### config.mk
export PLATFORM = sky130hd
export DESIGN_NAME = serial_add_ctrl_flat
export DESIGN_NICKNAME = d
export VERILOG_FILES = /design/src/rtl/serial_add_ctrl_if.sv /design/src/rtl/serial_add_ctrl.sv /design/src/flat_wrapper.sv
export SDC_FILE = /design/constraint.sdc
export NUM_CORES = 1
export LEC_CHECK = 0
export CORE_MARGIN = 2
export CORE_UTILIZATION = 47
export CTS_CLUSTER_DIAMETER = 60
export CTS_CLUSTER_SIZE = 25
export DETAILED_ROUTE_END_ITERATION = 8
export GPL_ROUTABILITY_DRIVEN = 0
export PLACE_DENSITY = 0.78
export SKIP_LAST_GASP = 1
export SLEW_MARGIN = 20
export SYNTH_ARGS = -nofsm -noshare
export SYNTH_HDL_FRONTEND = slang
export SYNTH_SLANG_ARGS = --single-unit
### constraint.sdc
create_clock -name clk -period 1.33 [get_ports clk]
set_input_delay 0.1995 -clock clk [delete_from_list [all_inputs] [get_ports clk]]
set_output_delay 0.1995 -clock clk [all_outputs]
set_load 0.02 [all_outputs]
### src/rtl/serial_add_ctrl_if.sv
// Host-side handshake and operand/result bundle for the bit-serial adder controller.
// The host drives the master side; the controller implements the slave side.
interface serial_add_ctrl_if #(
    parameter int WIDTH = 8
) ();
    logic             start;
    logic [WIDTH-1:0] a;
    logic [WIDTH-1:0] b;
    logic             cin;
    logic             busy;
    logic             done;
    logic [WIDTH-1:0] sum;
    logic             cout;

    modport master (
        output start, a, b, cin,
        input  busy, done, sum, cout
    );

    modport slave (
        input  start, a, b, cin,
        output busy, done, sum, cout
    );
endinterface

### src/rtl/serial_add_ctrl.sv
// Bit-serial adder controller: one full-adder cell (two half adders plus an OR)
// walks LSB-first over two latched WIDTH-bit operands with a start/busy/done handshake.
module serial_add_ctrl #(
    parameter int WIDTH = 8
) (
    input  logic               clk,
    input  logic               rst,
    serial_add_ctrl_if.slave   bus
);

    localparam int CW = (WIDTH > 1) ? $clog2(WIDTH) : 1;
    localparam logic [CW-1:0] LAST = CW'(WIDTH - 1);

    typedef enum logic [1:0] {
        S_IDLE = 2'd0,
        S_RUN  = 2'd1,
        S_DONE = 2'd2
    } state_t;

    state_t           state_q, state_d;
    logic [WIDTH-1:0] a_sh_q, a_sh_d;
    logic [WIDTH-1:0] b_sh_q, b_sh_d;
    logic [WIDTH-1:0] res_sh_q, res_sh_d;
    logic [WIDTH-1:0] sum_q, sum_d;
    logic             carry_q, carry_d;
    logic             cout_q, cout_d;
    logic [CW-1:0]    cnt_q, cnt_d;

    logic             accept;
    logic             last_bit;
    logic             ha0_s, ha0_c, ha1_s, ha1_c, cell_c;
    logic [WIDTH-1:0] res_shifted;

    // Full-adder cell assembled from two half adders; carries never both set.
    assign ha0_s  = a_sh_q[0] ^ b_sh_q[0];
    assign ha0_c  = a_sh_q[0] & b_sh_q[0];
    assign ha1_s  = ha0_s ^ carry_q;
    assign ha1_c  = ha0_s & carry_q;
    assign cell_c = ha0_c | ha1_c;

    generate
        if (WIDTH == 1) begin : g_res_w1
            assign res_shifted = ha1_s;
        end else begin : g_res_wn
            assign res_shifted = {ha1_s, res_sh_q[WIDTH-1:1]};
        end
    endgenerate

    assign accept   = bus.start && ((state_q == S_IDLE) || (state_q == S_DONE));
    assign last_bit = (state_q == S_RUN) && (cnt_q == LAST);

    always_ff @(posedge clk or posedge rst) begin
        if (rst) begin
            state_q <= S_IDLE;
        end else begin
            state_q <= state_d;
        end
    end

    always_comb begin
        state_d = state_q;
        unique case (state_q)
            S_IDLE:  if (bus.start) state_d = S_RUN;
            S_RUN:   if (cnt_q == LAST) state_d = S_DONE;
            S_DONE:  state_d = bus.start ? S_RUN : S_IDLE;
            default: state_d = S_IDLE;
        endcase
    end

    always_comb begin
        bus.busy = (state_q == S_RUN);
        bus.done = (state_q == S_DONE);
        bus.sum  = sum_q;
        bus.cout = cout_q;
    end

    // Datapath next state: load on accepted start, shift one bit per RUN cycle.
    always_comb begin
        a_sh_d   = a_sh_q;
        b_sh_d   = b_sh_q;
        res_sh_d = res_sh_q;
        carry_d  = carry_q;
        cnt_d    = cnt_q;
        sum_d    = sum_q;
        cout_d   = cout_q;
        if (accept) begin
            a_sh_d  = bus.a;
            b_sh_d  = bus.b;
            carry_d = bus.cin;
            cnt_d   = '0;
        end else if (state_q == S_RUN) begin
            a_sh_d   = a_sh_q >> 1;
            b_sh_d   = b_sh_q >> 1;
            res_sh_d = res_shifted;
            carry_d  = cell_c;
            cnt_d    = cnt_q + CW'(1);
            if (last_bit) begin
                sum_d  = res_shifted;
                cout_d = cell_c;
            end
        end
    end

    always_ff @(posedge clk or posedge rst) begin
        if (rst) begin
            a_sh_q   <= '0;
            b_sh_q   <= '0;
            res_sh_q <= '0;
            carry_q  <= 1'b0;
            cnt_q    <= '0;
            sum_q    <= '0;
            cout_q   <= 1'b0;
        end else begin
            a_sh_q   <= a_sh_d;
            b_sh_q   <= b_sh_d;
            res_sh_q <= res_sh_d;
            carry_q  <= carry_d;
            cnt_q    <= cnt_d;
            sum_q    <= sum_d;
            cout_q   <= cout_d;
        end
    end

endmodule

### src/flat_wrapper.sv
// flat-port wrapper written by rule: the top's interface ports become plain ports
module serial_add_ctrl_flat 
#(
    parameter int WIDTH = 8
)
  (clk, rst, bus_start, bus_a, bus_b, bus_cin, bus_busy, bus_done, bus_sum, bus_cout);
  serial_add_ctrl_if #(.WIDTH(WIDTH)) bus_i ();
  input  logic clk;
  input  logic rst;
  input wire logic [$bits(bus_i.start)-1:0] bus_start;
  input wire logic [$bits(bus_i.a)-1:0] bus_a;
  input wire logic [$bits(bus_i.b)-1:0] bus_b;
  input wire logic [$bits(bus_i.cin)-1:0] bus_cin;
  output wire logic [$bits(bus_i.busy)-1:0] bus_busy;
  output wire logic [$bits(bus_i.done)-1:0] bus_done;
  output wire logic [$bits(bus_i.sum)-1:0] bus_sum;
  output wire logic [$bits(bus_i.cout)-1:0] bus_cout;
  assign bus_i.start = bus_start;
  assign bus_i.a = bus_a;
  assign bus_i.b = bus_b;
  assign bus_i.cin = bus_cin;
  assign bus_busy = bus_i.busy;
  assign bus_done = bus_i.done;
  assign bus_sum = bus_i.sum;
  assign bus_cout = bus_i.cout;
  serial_add_ctrl #(.WIDTH(WIDTH)) u_core (.clk(clk), .rst(rst), .bus(bus_i));
endmodule
==> results of run 1 <==
==> sequential cells by signal, indices dropped and copies added, names as in the netlist <==
register         cells
u_core.a_sh_q        8
u_core.res_sh_q      7
u_core.state_q       2
u_core.carry_q       1
u_core.bus.sum       8
u_core.bus.cout      1
u_core.b_sh_q        8
u_core.cnt_q         3
==> cell type report <==
type	count	area share
flip-flops and latches	38	0.368
multi-input cells	96	0.338
repair buffers	48	0.207
clock buffers	6	0.0319
clock inverters	2	0.0232
well taps	48	0.0232
inverters	5	0.00870
==> path summary, 6_finish.rpt <==
path / startpoint / endpoint / cells past startpoint
hold reg to reg: u_core.b_sh_q[6]$_DFFE_PP0P_ / u_core.b_sh_q[6]$_DFFE_PP0P_ / 1
max in group asynchronous: rst / u_core.state_q[0]$_DFFE_PP0P_ / 3
hold / removal: rst / u_core.bus.sum[1]$_DFFE_PP0P_ / 3
setup / recovery: u_core.state_q[1]$_DFFE_PP0P_ / u_core.res_sh_q[4]$_DFFE_PP0P_ / 3
min in group clk: u_core.b_sh_q[6]$_DFFE_PP0P_ / u_core.b_sh_q[6]$_DFFE_PP0P_ / 1
setup reg to reg: u_core.state_q[1]$_DFFE_PP0P_ / u_core.res_sh_q[4]$_DFFE_PP0P_ / 3
==> report_power, final <==
group | switching [mW] | internal [mW]
combinational | 1.33 | 1.72
clock | 0.415 | 0.800
sequential | 0.418 | 1.72
total | 2.16 | 4.24
==> synthesized netlist by cell type (2+ instances only) <==
library cell,instances,area share
a211oi_1,13,0.054
a21oi_1,14,0.039
buf_2,3,0.0083
buf_4,2,0.0083
buf_6,2,0.012
clkbuf_1,3,0.0062
dfrtp_1,38,0.53
ha_1,2,0.014
inv_1,5,0.010
mux2_1,9,0.056
mux2_2,7,0.044
mux2i_1,16,0.089
nand3_1,3,0.0083
nor2b_1,14,0.049
o21ai_0,4,0.011
==> critical path: stages (launching register included) <==
cell       delay [ns]
dfrtp_1          0.40
and2b_4          0.29
bufbuf_16        0.26
mux2_2           0.33
==> kinds of logic after synthesis <==
family	synth area share
fa+ha+maj	0.0250
compound gates	0.127
simple gates	0.0806
xor+xnor	0.00486
buf+inv	0.0458
flops	0.528
mux	0.189
==> per-stage QoR <==
step / util / TNS (ns) / power, mW / setup WS (ns)
after floorplan: - / -0.00401 / 3.55 / -0.000446
after global placement: 0.601 / -2.42 / 4.18 / -0.120
after detailed placement: 0.601 / -3.60 / 4.32 / -0.200
after CTS: 0.672 / -0.137 / 5.88 / -0.0766
after global routing: 0.707 / -1.17 / 6.74 / -0.0901
final: 0.707 / -0.368 / 6.41 / -0.0601
==> per-layer routing <==
metal  share of wire  vias up  global-route usage
met1            0.43      703               0.262
met3           0.030       13              0.0324
li1                -      619                   -
met2            0.52       40               0.336
met5               0        -                   0
met4           0.023        0               0.104
==> what timing repair did <==
action	in CTS	in global routing
endpoints found under the setup margin	28	21
buffers inserted	3	3
hold buffers	0	0
resized for setup	27	23
pin swaps	2	3
cloned	2	1
==> impl_metrics.env, run 1 <==
export IMPL_nets=217
export IMPL_synthFlopType="dfrtp_1"
export IMPL_drt_iter0_drc=112
export IMPL_grt_max_degree=39
export IMPL_clk_pin_slew_ns=0.08
export IMPL_rows=22
export IMPL_ys_ff_latch=38
export IMPL_ios=31
export IMPL_synth_area_sq_um=1800
export IMPL_final_area_sq_um=2590
export IMPL_cts_tree="done"
export IMPL_avgViaCountPerCell=5.66
export IMPL_nFillCells=243
export IMPL_vdd_drop_max_v=0.00139
export IMPL_avgSynthCellArea_sq_um=12.2
export IMPL_yosysSeqAreaShare=0.528
export IMPL_drt_first_pass_iters=4
export IMPL_syn2layout_area_growth_pct=43.7
export IMPL_clock_skew_ns=0.00865
export IMPL_fin_crit_ns=1.39
export IMPL_htreeDepth=2
export IMPL_layout_worst_path_cycle_share=1.05
export IMPL_end_kind="flop"
export IMPL_port_buffers=30
export IMPL_clock_latency_ns=0.29
export IMPL_max_freq_mhz=719
export IMPL_initial_core_util=0.492
export IMPL_clockRootBuffer="clkbuf_8"
export IMPL_hold_viol_final=0
export IMPL_dpl_cell_area_sq_um=2200
export IMPL_finalNonFillerCells=243
export IMPL_crit_path_start_kind="flop"
export IMPL_grt_antenna_before_repair=0
export IMPL_avgRoutedWirePerCell_um=18.0
export IMPL_num_antenna_cells=0
export IMPL_numCtsBuffers=5
export IMPL_multi_input_area_sq_um=876
export IMPL_synth_warnings=0
export IMPL_finalHoldWorstSlack_ns=0.250
export IMPL_synthCells=148
export IMPL_run_status="finished, violations left"
export IMPL_final_common_cell="dfrtp_1"
export IMPL_async_flop_share=1.00
export IMPL_drc=0
export IMPL_required_ns=1.50
export IMPL_die_w_um=65.9
export IMPL_ys_types=28
export IMPL_violations="setup timing"
export IMPL_power_density_nw_per_um2=2470
export IMPL_grt_pass1_wl_mm=6.51
export IMPL_grt_setup_unrepaired="true"
export IMPL_arrival_ns=1.56
export IMPL_via_count=1375
export IMPL_grtUsageTotal=0.205
export IMPL_synth_net_count=171
export IMPL_synth_edf_count=0
export IMPL_cap_violations=0
export IMPL_setup_slack_ns=-0.0601
export IMPL_clock_path_buffers=2
export IMPL_setup_viol=14
export IMPL_place_inst=226
export IMPL_dp_hpwl_mm=2.37
export IMPL_leakage_nw=1.14
export IMPL_hold_path_class="in -> async"
export IMPL_first_global_vias=1364
export IMPL_final_cell_mix="dfrtp_1 (37), clkdlybuf4s50_1 (19), mux2i_1 (16)"
export IMPL_cts_sinks=38
export IMPL_worstPathMaxFanout=6
export IMPL_crit_type="reg -> reg"
export IMPL_grt_overflow=0
export IMPL_routed_wl_mm=4.38
export IMPL_drive_above_1_share=0.277
export IMPL_relSlewSlack=0.787
export IMPL_coreArea_sq_um=3660
export IMPL_ant_nets=0
export IMPL_rrSetupSlack_ns=-0.06
export IMPL_max_slew_worst_pin_slew_ns=0.318
export IMPL_slew_viol_final=0
export IMPL_die_h_um=65.9
export IMPL_die_area_sq_um=4340
export IMPL_seq_area_sq_um=952
No activity file was read; power rests on OpenSTA's default activity.
==> run 2: changes to the inputs <==
--- a/config.mk
+++ b/config.mk
@@ -5,7 +5,7 @@
 export SDC_FILE = /design/constraint.sdc
 export NUM_CORES = 1
 export LEC_CHECK = 0
-export CORE_MARGIN = 2
+export CORE_MARGIN = 4
 export CORE_UTILIZATION = 47
 export CTS_CLUSTER_DIAMETER = 60
 export CTS_CLUSTER_SIZE = 25
==> run 2 against run 1 <==
  * The flow still finishes with violations (setup timing)
  * Fmax is 1.2% higher
  * Flip-flop and latch count stayed put
  * Cell count is 1.2% lower
  * Largest cell class unchanged
  * Worst setup slack better by 0.017 ns
  * Sequential share of layout area is 1.6 points higher
  * Design area is 4.3% lower
  * Via count is 5.2% lower
  * Critical endpoint is now u_core.bus.sum[2]$_DFFE_PP0P_
  * Global-route usage is 4.4 points lower
  * Wire length is 7.9% lower
  * Worst hold slack better by 0.044 ns
==> impl_metrics.env, run 2 (same netlist as run 1, synthesis figures left out) <==
export IMPL_setup_slack_ns=-0.0429
export IMPL_grtUsageTotal=0.161
export IMPL_hold_path_class="in -> async"
export IMPL_final_common_cell="dfrtp_1"
export IMPL_coreArea_sq_um=3690
export IMPL_setup_viol=10
export IMPL_cts_sinks=38
export IMPL_clockRootBuffer="clkbuf_8"
export IMPL_initial_core_util=0.488
export IMPL_drive_above_1_share=0.250
export IMPL_final_cell_mix="dfrtp_1 (37), clkdlybuf4s50_1 (19), mux2i_1 (16)"
export IMPL_power_mw=5.89
export IMPL_grt_antenna_before_repair=0
export IMPL_grt_max_degree=39
export IMPL_dp_hpwl_mm=2.53
export IMPL_max_freq_mhz=728
export IMPL_rows=22
export IMPL_die_area_sq_um=4890
export IMPL_ant_nets=0
export IMPL_clock_skew_ns=0.00680
export IMPL_violations="setup timing"
export IMPL_num_antenna_cells=0
export IMPL_use_met2=0.267
export IMPL_dpl_cell_area_sq_um=2200
export IMPL_fin_util=0.672
export IMPL_relSlewSlack=0.854
export IMPL_place_inst=228
export IMPL_avgRoutedWirePerCell_um=16.8
export IMPL_clk_pin_slew_ns=0.08
export IMPL_end_kind="flop"
export IMPL_die_w_um=69.9
export IMPL_syn2layout_area_growth_pct=37.6
export IMPL_clock_latency_ns=0.29
export IMPL_grt_setup_unrepaired="true"
export IMPL_nets=214
export IMPL_r2r_cells=4
export IMPL_top_usage_layer="met2"
export IMPL_grt_overflow=0
export IMPL_clock_path_buffers=2
export IMPL_worstPathMaxFanout=7
export IMPL_layout_worst_path_cycle_share=1.03
export IMPL_regToRegEndpoint="u_core.bus.sum[2]$_DFFE_PP0P_"
export IMPL_drc=0
export IMPL_grt_pass1_wl_mm=6.23
export IMPL_routed_wl_mm=4.04
export IMPL_crit_path_start_kind="flop"
export IMPL_rrSetupSlack_ns=-0.04
export IMPL_cap_violations=0
export IMPL_r2r_start="u_core.state_q[0]$_DFFE_PP0P_"
export IMPL_nFillCells=283
export IMPL_final_area_sq_um=2480
export IMPL_via_count=1304
export IMPL_multi_input_area_sq_um=845
export IMPL_seq_area_sq_um=952
export IMPL_slew_viol_final=0
export IMPL_vdd_drop_max_v=0.00137
export IMPL_required_ns=1.51
export IMPL_finalNonFillerCells=240
export IMPL_power_density_nw_per_um2=2380
export IMPL_drt_first_pass_iters=4
export IMPL_drt_iter0_drc=132
export IMPL_numCtsBuffers=5
export IMPL_fin_crit_ns=1.37
export IMPL_crit_type="reg -> reg"
export IMPL_arrival_ns=1.55
export IMPL_die_h_um=69.9
export IMPL_cts_tree="done"
export IMPL_htreeDepth=2
export IMPL_hold_viol_final=0
export IMPL_port_buffers=30
export IMPL_first_global_vias=1290
export IMPL_grt_met3_usage=0.0345
export IMPL_avgViaCountPerCell=5.43
export IMPL_run_status="finished, violations left"
export IMPL_grtUsageMet1=0.199
export IMPL_leakage_nw=1.09
export IMPL_ios=31
export IMPL_max_slew_worst_pin_slew_ns=0.217
-- run 2: cell types whose count changed in the layout (fill, tap and decap cells not counted), sizes merged --
cell      change
buf           -3
bufbuf        -1
clkinv        +1
clkinvlp      -1
inv           +1
-- run 2: how the worst max path moves through the flow --
stage,start,to,slack [ns],cells past startpoint
2_1_floorplan,u_core.cnt_q[0]$_DFFE_PP0P_,u_core.bus.cout$_DFFE_PP0P_,-0.0004,4
6_report,u_core.state_q[0]$_DFFE_PP0P_,u_core.bus.sum[2]$_DFFE_PP0P_,-0.04,4
3_3_place_gp,u_core.state_q[1]$_DFFE_PP0P_,bus_busy,-0.09,2
4_1_cts,u_core.state_q[1]$_DFFE_PP0P_,bus_busy,-0.15,2
5_1_grt,u_core.state_q[1]$_DFFE_PP0P_,u_core.bus.sum[2]$_DFFE_PP0P_,-0.1,4
3_5_place_dp,bus_start,u_core.a_sh_q[1]$_DFFE_PP0P_,-0.12,5
-- run 2: repair_timing --
action,4_1_cts,5_1_grt
setup endpoints to repair,24,20
resized for setup,16,22
hold buffers,0,0
pin swaps,0,3
cloned,0,3
buffers inserted,0,1
-- run 2: worst max-delay path, cell delays in order (launching register included) --
cell     delay [ns]
dfrtp_2        0.47
and2b_4        0.21
buf_12         0.15
nand2_8        0.09
mux2_1         0.33
-- run 2: cell type report --
type,instances,area share
Clock buffer,5,0.0277
Multi-Input combinational cell,96,0.341
Clock inverter,3,0.0277
Timing Repair Buffer,45,0.188
Inverter,5,0.00757
Sequential cell,38,0.384
Tap cell,48,0.0242
-- run 2: report_power, final --
group	leakage (nW)	switching (mW)	internal (mW)
sequential	0.456	0.427	1.72
combinational	0.563	1.16	1.43
clock	0.0683	0.414	0.751
-- run 2: through the flow --
step           TNS [ns]  hold WS, ns  worst slack, ns
2_1_floorplan  -0.00401        0.379        -0.000446
3_3_place_gp      -1.32        0.462          -0.0885
3_5_place_dp      -2.45        0.471           -0.120
4_1_cts           -1.13        0.262           -0.150
5_1_grt          -0.788        0.322          -0.0964
6_report         -0.134        0.294          -0.0429
-- run 2: routing by layer --
layer  wire length, um  vias up  share of wire
met5                 0        -              0
met4                81        0          0.020
met3                95        8          0.024
met2              2110       21           0.52
met1              1750      658           0.43
li1                  -      617              -
==> run 3: changes to the inputs <==
--- a/config.mk
+++ b/config.mk
@@ -13,7 +13,7 @@
 export GPL_ROUTABILITY_DRIVEN = 0
 export PLACE_DENSITY = 0.78
 export SKIP_LAST_GASP = 1
-export SLEW_MARGIN = 20
+export SLEW_MARGIN = 10
 export SYNTH_ARGS = -nofsm -noshare
 export SYNTH_HDL_FRONTEND = slang
 export SYNTH_SLANG_ARGS = --single-unit
==> results of run 3 <==
Final layout, timing and power as in run 2 (identical DEF).
==> edit, RTL diff (config.mk and constraints of run 3) <==
`res_sh_q` no longer has a reset.
--- a/src/rtl/serial_add_ctrl.sv
+++ b/src/rtl/serial_add_ctrl.sv
@@ -105,7 +105,6 @@
         if (rst) begin
             a_sh_q   <= '0;
             b_sh_q   <= '0;
-            res_sh_q <= '0;
             carry_q  <= 1'b0;
             cnt_q    <= '0;
             sum_q    <= '0;
@@ -113,7 +112,6 @@
         end else begin
             a_sh_q   <= a_sh_d;
             b_sh_q   <= b_sh_d;
-            res_sh_q <= res_sh_d;
             carry_q  <= carry_d;
             cnt_q    <= cnt_d;
             sum_q    <= sum_d;
@@ -121,5 +119,9 @@
         end
     end
 
+    always_ff @(posedge clk) begin
+        res_sh_q <= res_sh_d;
+    end
+
 endmodule
 
Function: no difference found for any inputs over 10 cycles, from zero or initial values and one cycle with rst high; that may be too few to reach the edited logic, so the function may still have changed.
==> edit against run 3 <==
  * The run still ends with setup timing left
  * Sequential cell count stayed put
  * Final area shrank 4.0%
  * Critical endpoint is now u_core.cnt_q[2]
  * Largest cell class unchanged
  * Setup slack improved by 9.0 ps
  * Total power down 8.7%
  * Critical path depth did not move
  * Synthesized area shrank 2.8%
  * Cell count decreased by 4.2%
  * Wire length decreased by 16%
==> edit: results (changes against run 3) <==
[yosys]
yosys.area_share.xor_xnor = 0  ; -0.00486
synth_cell_type_count = 25  ; -11%
synthAdderAreaFrac = 0.0257  ; +0.000714
postSynthNetCount = 157  ; -8.2%
synth_compound_gate_area_share = 0.122  ; -0.00494
ys_top_cells_by_area = sky130_fd_sc_hd__dfrtp_1, sky130_fd_sc_hd__edfxtp_1, sky130_fd_sc_hd__mux2_4, sky130_fd_sc_hd__mux2i_1, sky130_fd_sc_hd__a211oi_1
yosys-mux-area-fraction = 0.152  ; -0.0367
postSynth.asyncResetShare = 0.816  ; -0.184
synth_edf_count = 7  ; +7

[critical_path]
crit_path_max_fanout = 2  ; -5

[routing]
vias_per_cell = 5.29  ; -2.7%
dr.first_iter.drc_count = 66  ; -50%
wl_met1_um = 1450  ; -18%
wl_met3_um = 185  ; +95%
wl_met2_um = 1700  ; -19%
wl_um = 3380  ; -16%
via_count = 1216  ; -6.7%

[cells_and_area]
buffers_excl_clock = 49  ; +8.9%
fill_cells = 269  ; -4.9%
finish.net_count = 206  ; -3.7%
total_number_of_multi_input_combinational_cells = 85  ; -11%
sequential_cell_area_um2 = 986  ; +3.5%
final.signal_inverter_count = 4  ; -1
multi_input_area_share = 0.313  ; -0.0274
multiInputGateArea_um2 = 746  ; -12%
clock_tree_area_fraction = 0.0384  ; -0.0171

[floorplan]
placementRows = 21  ; -4.5%

[placed_design]
dpl_cell_area_mm2 = 0.00221  ; +0.40%
place.detailed.instances = 216  ; -5.3%
dp_slack_ps = -148  ; -28.2 ps

[pwr]
clock_power_share = 0.149  ; -0.049
leakage_nw = 1.02  ; -6.4%
power.combinational.total_mw = 2.39  ; -7%

[global_route]
grt_pass1_vias = 1254  ; -2.8%
grt_util_met2 = 0.249  ; -0.0176
grt_first_pass_wirelength_um = 5820  ; -6.6%
pin_count_of_the_biggest_net_entering_global_routing = 32  ; -18%

[timing]
setup-tns-final_ps = -33.8  ; +100 ps
setup_slack_ps = -33.8  ; +9.05 ps
timing.final.crit_share = 1.03  ; -0.00680
setup_viol = 1  ; -9

[clocking]
count_of_instances_resized_after_the_clock_tree_is_built = 14  ; -2
cts_setup_buffers = 3  ; +3

[run_status]
outcome = finished, violations left
failed_checks = setup timing

==> edit: changes by cell type after synthesis, sizes merged, moves of 3 or more <==
cell           run 3  this run
nor2               1         5
edfxtp             0         7
mux2i             16        12
mux2              16        10
dfrtp             38        31
clkbuf             3         0
a22o               1         4
nor3               0         3
==> edit: path summary, 6_finish.rpt <==
| kind | from | to | slack (ps) | cells after the start |
|---|---|---|---|---|
| worst max-delay path | u_core.cnt_q[0] | u_core.cnt_q[2] | -30 | 4 |
| worst min-delay path | rst | u_core.bus.sum[1] | 260 | 3 |
| worst max register to register | u_core.cnt_q[0] | u_core.cnt_q[2] | -30 | 4 |
| worst min register to register | u_core.res_sh_q[3] | u_core.res_sh_q[2] | 460 | 0 |
| max in group asynchronous | rst | u_core.bus.sum[2] | 900 | 3 |
| min in group clk | u_core.res_sh_q[3] | u_core.res_sh_q[2] | 460 | 0 |
